[config.mk]
export PLATFORM = sky130hd
export DESIGN_NAME = seq_shift_add_mult
export DESIGN_NICKNAME = d
export VERILOG_FILES = /design/src/rtl/seq_shift_add_mult.sv
export SDC_FILE = /design/constraint.sdc
export NUM_CORES = 1
export LEC_CHECK = 0
export ABC_AREA = 1
export BUFFER_PORTS_ARGS = -buffer_cell sky130_fd_sc_hd__buf_2
export CAP_MARGIN = 40
export CORE_ASPECT_RATIO = 1.2
export CORE_MARGIN = 5
export CORE_UTILIZATION = 45
export CTS_BUF_LIST = sky130_fd_sc_hd__clkbuf_8
export CTS_CLUSTER_SIZE = 8
export DETAILED_ROUTE_END_ITERATION = 10
export GPL_TIMING_DRIVEN = 0
export PLACE_DENSITY = 0.66
export SYNTH_ARGS = -nofsm -noshare
export SYNTH_HDL_FRONTEND = slang
export SYNTH_SLANG_ARGS = --single-unit
[constraint.sdc]
create_clock -name clk -period 2.1 [get_ports clk]
set_clock_uncertainty 0.05 [all_clocks]
set_input_delay 0.42 -clock clk [delete_from_list [all_inputs] [get_ports clk]]
set_output_delay 0.42 -clock clk [all_outputs]
set_load 0.01 [all_outputs]
[src/rtl/seq_shift_add_mult.sv]
// rtl/seq_shift_add_mult.sv - sequential shift-add multiplier with valid/ready handshakes
// Optional macro SEQ_MULT_SIGNED_EN enables two's complement operation selected by in_signed.
module seq_shift_add_mult #(
  parameter int WIDTH = 4
) (
  input  logic               clk,
  input  logic               rst,
  input  logic               in_valid,
  output logic               in_ready,
  input  logic [WIDTH-1:0]   in_a,
  input  logic [WIDTH-1:0]   in_b,
  input  logic               in_signed,
  output logic               out_valid,
  input  logic               out_ready,
  output logic [2*WIDTH-1:0] out_p,
  output logic               busy
);

  localparam int PW = 2 * WIDTH;
  localparam int CW = (WIDTH > 1) ? $clog2(WIDTH) : 1;
  localparam logic [CW-1:0] LAST_STEP = CW'(WIDTH - 1);

  typedef enum logic [1:0] {
    S_IDLE = 2'd0,
    S_BUSY = 2'd1,
    S_DONE = 2'd2
  } state_t;

  state_t          state;
  logic [WIDTH-1:0] a_reg;
  logic [WIDTH-1:0] b_reg;
  logic [PW-1:0]    acc;
  logic [CW-1:0]    counter;

  logic [WIDTH-1:0] a_mag;
  logic [WIDTH-1:0] b_mag;
  logic [PW-1:0]    acc_sum;
  logic [PW-1:0]    prod_next;

`ifdef SEQ_MULT_SIGNED_EN
  logic sign;
  logic sign_next;
  logic a_neg;
  logic b_neg;

  // Operand conditioning: magnitudes and result sign; a zero operand forces a positive result.
  always_comb begin
    a_neg     = in_signed & in_a[WIDTH-1];
    b_neg     = in_signed & in_b[WIDTH-1];
    a_mag     = a_neg ? (~in_a + 1'b1) : in_a;
    b_mag     = b_neg ? (~in_b + 1'b1) : in_b;
    sign_next = (a_neg ^ b_neg) && (in_a != '0) && (in_b != '0);
  end
`else
  logic unused_signed;
  assign unused_signed = in_signed;

  // Operands always taken as unsigned magnitudes.
  always_comb begin
    a_mag = in_a;
    b_mag = in_b;
  end
`endif

  // One partial product step: add the shifted multiplicand when the current multiplier bit is set.
  always_comb begin
    acc_sum = acc;
    if (b_reg[0]) begin
      acc_sum = acc + (PW'(a_reg) << counter);
    end
  end

  // Final product as it will be registered on the BUSY->DONE edge.
  always_comb begin
    prod_next = acc_sum;
`ifdef SEQ_MULT_SIGNED_EN
    if (sign) begin
      prod_next = ~acc_sum + 1'b1;
    end
`endif
  end

  // Control FSM with registered handshake outputs and datapath registers.
  always_ff @(posedge clk or posedge rst) begin
    if (rst) begin
      state     <= S_IDLE;
      in_ready  <= 1'b1;
      out_valid <= 1'b0;
      out_p     <= '0;
      busy      <= 1'b0;
      counter   <= '0;
      acc       <= '0;
      a_reg     <= '0;
      b_reg     <= '0;
`ifdef SEQ_MULT_SIGNED_EN
      sign      <= 1'b0;
`endif
    end else begin
      case (state)
        S_IDLE: begin
          if (in_valid && in_ready) begin
            a_reg    <= a_mag;
            b_reg    <= b_mag;
`ifdef SEQ_MULT_SIGNED_EN
            sign     <= sign_next;
`endif
            acc      <= '0;
            counter  <= '0;
            in_ready <= 1'b0;
            busy     <= 1'b1;
            state    <= S_BUSY;
          end
        end
        S_BUSY: begin
          acc     <= acc_sum;
          b_reg   <= b_reg >> 1;
          counter <= counter + 1'b1;
          // Fixed latency: no early exit when the remaining multiplier bits are zero.
          if (counter == LAST_STEP) begin
            out_p     <= prod_next;
            out_valid <= 1'b1;
            state     <= S_DONE;
          end
        end
        S_DONE: begin
          // Product and valid are held until the consumer takes them; new operands wait for IDLE.
          if (out_ready) begin
            out_valid <= 1'b0;
            busy      <= 1'b0;
            in_ready  <= 1'b1;
            state     <= S_IDLE;
          end
        end
        default: begin
          state     <= S_IDLE;
          in_ready  <= 1'b1;
          out_valid <= 1'b0;
          busy      <= 1'b0;
        end
      endcase
    end
  end

endmodule

Yosys cells after proc, flatten, opt, wreduce, memory -nomap -nowiden
Index checks and enable logic that the tools add are counted.
- memories kept: 0
- input bits: 13
- flip-flop bits (word level): 31
- word-level logic and storage cells: 48
- bits in latches: 0
- memory bits (writable): 0
- memory bits (read-only): 0
- output and inout bits: 11
- $lt $le $gt $ge: 0
- equality and inequality tests: 6
- bitwise gates (word level): 2
- mux-type cells: 19
- multipliers: 0
- $add $sub $neg: 2
- shift-type cells: 1
- divide/modulo/power cells: 0
- reductions and logical operators: 9
- operators by type and width (operator ; number):
    8-bit 2-to-1 mux ; 2
    8-bit case mux with 2 select lines ; 1
    1-bit case mux with 3 select lines ; 3
    3-bit AND reduction ; 3
    8-bit adder ; 1
    2-bit 2-to-1 mux ; 4
    4-bit case mux with 2 select lines ; 1
    4-bit by 2-bit << shifter with 8-bit output ; 1
    2-bit != test, second input constant ; 3
    2-bit case mux with 3 select lines ; 1
    2-bit AND reduction ; 3
    1-bit 2-to-1 mux ; 5
    2-bit equality test, second input constant ; 2
    4-bit 2-to-1 mux ; 1
    2-bit case mux with 2 select lines ; 1
    2-bit by 1-bit adder with 2-bit output, second input constant ; 1
    2-bit by 1-bit equality test with 1-bit output, second input constant ; 1
    2-bit logical NOT ; 1
    1-bit NOT ; 2
    2-bit nonzero test ; 1
    1-bit logical AND ; 1

Longest topological paths before layout
- depth after elaboration: 4
- depth in mapped cells: 14
- gate-level depth less buffers: 14

Worst setup path after synthesis
OpenSTA, ideal clock, no wires.
- path type: register to register
- from: reg counter[0]
- to: reg acc[6]
- data arrival time: 1.804 ns
- setup time: 0.117 ns
- period minus slack after synthesis: 1.972 ns
- required time: 1.933 ns
- setup slack: 0.128 ns
- stages on the path, launching flop included: 13
- buffers on the path: 1
- cells stage by stage: dfrtp_1 clkbuf_1 nor3_1 ha_1 fa_1 nand2_1 nand2_1 nand3_1 nand2_1 nand2_1 nand3_1 nand3_1 nand2_1
- word-level cells in the longest chain between the ends: 4
- RTL lines (item ; RTL line ; text):
    from (decl) ; 33 ; logic [CW-1:0] counter;
    from (signal assigned) ; 117 ; counter <= counter + 1'b1;
    4-bit by 2-bit << shifter with 8-bit output ; 69 ; acc_sum = acc + (PW'(a_reg) << counter);
    8-bit adder ; 69 ;
    8-bit 2-to-1 mux ; 68 ; if (b_reg[0]) begin
    8-bit case mux with 2 select lines ; 99 ; case (state)
    to (signal assigned) ; 115 ; acc <= acc_sum;
    to (decl) ; 32 ; logic [PW-1:0] acc;
Every way passes these cells.
A chain may end at the register's enable or synchronous reset.

Final worst setup path
Ends and elaborated chain as after synthesis.

==> flow_summary.json <==
{
  "fin_util_pct": 56.0,
  "dieWidth_um": 67.0,
  "wl_per_cell_um": 12.2,
  "numPortBuffers": 22,
  "synth_compound_area_share_pct": 9.26,
  "period_needed_ns": 1.96,
  "seq_power_share_pct": 28.6,
  "clock_sinks": 31,
  "critPathTopFamily": "simple AND/OR/NAND/NOR gates",
  "wl_um": 3850,
  "critPathMaxStageDelay_ns": 0.43,
  "status": "finished clean",
  "setup-violations-final": 0,
  "ant_nets": 0,
  "dp.cells": 302,
  "synth_adder_area_share_pct": 6.84,
  "post-route-period-util_pct": 93.3,
  "cp.required_ns": 2.24,
  "grt_overflow": 0,
  "drt_iter0_markers": 72,
  "ys_ff_latch": 31,
  "root_buffer": "clkbuf_8",
  "max_freq_ghz": 0.510,
  "layout_setup_ws_ns": 0.140,
  "initial_core_util_pct": 45.7,
  "crit_fanout": 3,
  "avgSynthCellArea_um2": 7.81,
  "slew_violations": 0,
  "clockPowerShare_pct": 14.5,
  "cts_tree": "done",
  "grt_use_total_pct": 16.7,
  "p_int_mw": 2.03,
  "grt_pass1_wl_um": 6610,
  "hold_path.class": "input pin to asynchronous set/reset pin",
  "crit_arrival_ns": 2.10,
  "hold_viol": 0,
  "nNetsFinal": 282,
  "yosys.area_share.simple_pct": 30.7,
  "grt_pass1_vias": 1432,
  "route.detailed.drc": 0,
  "grt_max_degree": 21,
  "p_per_area_nw_per_um2": 1720,
  "firstDrtPassIters": 4,
  "synth_flop_cell": "dfrtp_1",
  "io_pins": 24,
  "stdcell_count": 315,
  "worstMarginPinSlew_ns": 0.547,
  "numCtsBuffers": 5,
  "core_area_um2": 3850,
  "synth_top_area_share_pct": 42.7,
  "irDropWorstVdd_mv": 0.729,
  "cp_slowest_cell": "dfrtp_1",
  "cp.buffers_inverters": 1,
  "fin_area_um2": 2160,
  "yosys.cell_count.top_type": "nand2_1",
  "cpMostUsedCell": "nand2_1",
  "gp_congestion": 0.815,
  "endpoint_kind": "register",
  "synth_area_leaders": "dfrtp_1, nand2_1, ha_1",
  "post_drt_via_cell_ratio": 4.77,
  "reg.largest.list": "acc (8), out_p (8)",
  "relSlewSlack_pct": 63.5,
  "diodes": 0,
  "pre_cts_slack_ns": -0.157,
  "htree_levels": 2,
  "antenna_found_initial": 0,
  "clkLatencyLatePin_ns": 0.29,
  "cap_violations": 0,
  "power_mw": 3.71,
  "share_comb_of_total_power_pct": 56.9,
  "swShare_pct": 45.4,
  "syn_area_um2": 1760,
  "final_layout_size_suffix_gt1_share_pct": 25.3,
  "hold_buffers": 0,
  "worst_setup_path_start_kind": "register",
  "synthesis.nets": 247,
  "ys_types": 32,
  "async_reset_ff_share_pct": 100,
  "placed_area_um2": 1960,
  "p_leak_nw": 1.16,
  "synthTopCellsByCount": "nand2_1, dfrtp_1, inv_1",
  "synth_top_family_by_area": "simple AND/OR/NAND/NOR gates",
  "crit_chain": "buf_4, nand2_1, o21ai_2, mux2i_1, ha_1, or2_4, nand3_2, nand2_1, nand2_1, nand3_2, nand3_1, nand2_1",
  "synth_top_area_cell": "dfrtp_1",
  "crit_type": "register to register",
  "clk_path_buf_depth": 2,
  "vias": 1504,
  "die_height_um": 78.4,
  "synth_xor_xnor_area_share_pct": 0.499,
  "syn_to_final_growth_pct": 22.7,
  "synth_mux_area_share_pct": 0.570,
  "placementRows": 25,
  "syn_inst": 225,
  "ys_warn_count": 0,
  "dp_hpwl_um": 2830,
  "synth_edf_count": 0,
  "ys_seq_area_share_pct": 44.2,
  "dieArea_um2": 5260,
  "clk_pin_slew_ns": 0.07,
  "p_switching_mw": 1.69
}
[layer usage]
layer  share of wire (%)  vias to the layer above  track usage (%)
li1                    -                      793                -
met1                  45                      687             20.3
met2                  50                       18             28.2
met3                 3.6                        6             4.43
met4                 1.6                        0             5.48
met5                   0                        -                0
[cell usage in the layout, fill, tap and decap left out, types with 2 or more instances in the layout]
master,netlist,layout
a211oi_1,3,3
a21oi_1,3,3
buf_2,2,24
buf_4,0,5
clkbuf_8,0,7
dfrtp_1,30,29
ha_1,8,7
inv_1,25,25
inv_2,2,2
inv_4,2,2
nand2_1,74,73
nand3_1,18,16
nand3_2,1,3
nor2_1,13,13
nor3_1,5,4
o21ai_0,17,10
o21ai_1,2,5
o21ai_2,1,5
o22ai_1,2,2
or2_2,3,3
[logic make-up after synthesis]
kind of cell,count (synthesis)
buffers and inverters,33
AO/OA/AOI/OAI,29
adder cells (fa/ha/maj),9
XOR/XNOR,1
flip-flops,31
multiplexers,1
AND/OR/NAND/NOR,121
[final timing paths]
kind / from / end / slack (ns) / cells past startpoint
worst max-delay path: counter[0] / acc[6] / 0.14 / 12
worst min-delay path: rst / out_p[5] / 0.11 / 2
worst max register to register: counter[0] / acc[6] / 0.14 / 12
max in group asynchronous: rst / in_ready / 1.31 / 3
worst min register to register: out_p[0] / out_p[0] / 0.41 / 2
min in group clk: in_a[3] / a_reg[3] / 0.28 / 3
[layout make-up]
class,count,area (um2)
inverters,29,114
clock inverters,1,7.51
clock buffers,7,96.3
repair buffers,28,175
flip-flops and latches,31,778
plain buffers,4,36.3
well taps,54,67.6
fillers,385,1690
multi-input cells,161,881
[timing repair]
item	CTS	global route
endpoints found under the setup margin	9	11
endpoints found under the hold margin	0	0
pin swaps	1	6
gates cloned	0	0
setup buffers	0	5
resized for setup	8	15
[per-stage QoR]
stage               setup TNS (ns)  hold slack (ns)
CTS                              0            0.130
global route              -0.00454            0.157
floorplan                        0            0.417
global placement            -0.560            0.401
detailed placement          -0.625            0.404
finish                           0            0.111
[power by group through the flow]
| stage | Sequential [mW] | Combinational (mW) | Clock (mW) |
|---|---|---|---|
| 2_1_floorplan | 1.06 | 1.41 | 0 |
| 3_3_place_gp | 1.05 | 1.84 | 0 |
| 3_5_place_dp | 1.06 | 1.89 | 0 |
| 4_1_cts | 1.05 | 1.93 | 0.548 |
| 5_1_grt | 1.10 | 2.42 | 0.583 |
| 6_report | 1.06 | 2.11 | 0.539 |
Power figures use the tool's default switching activity.
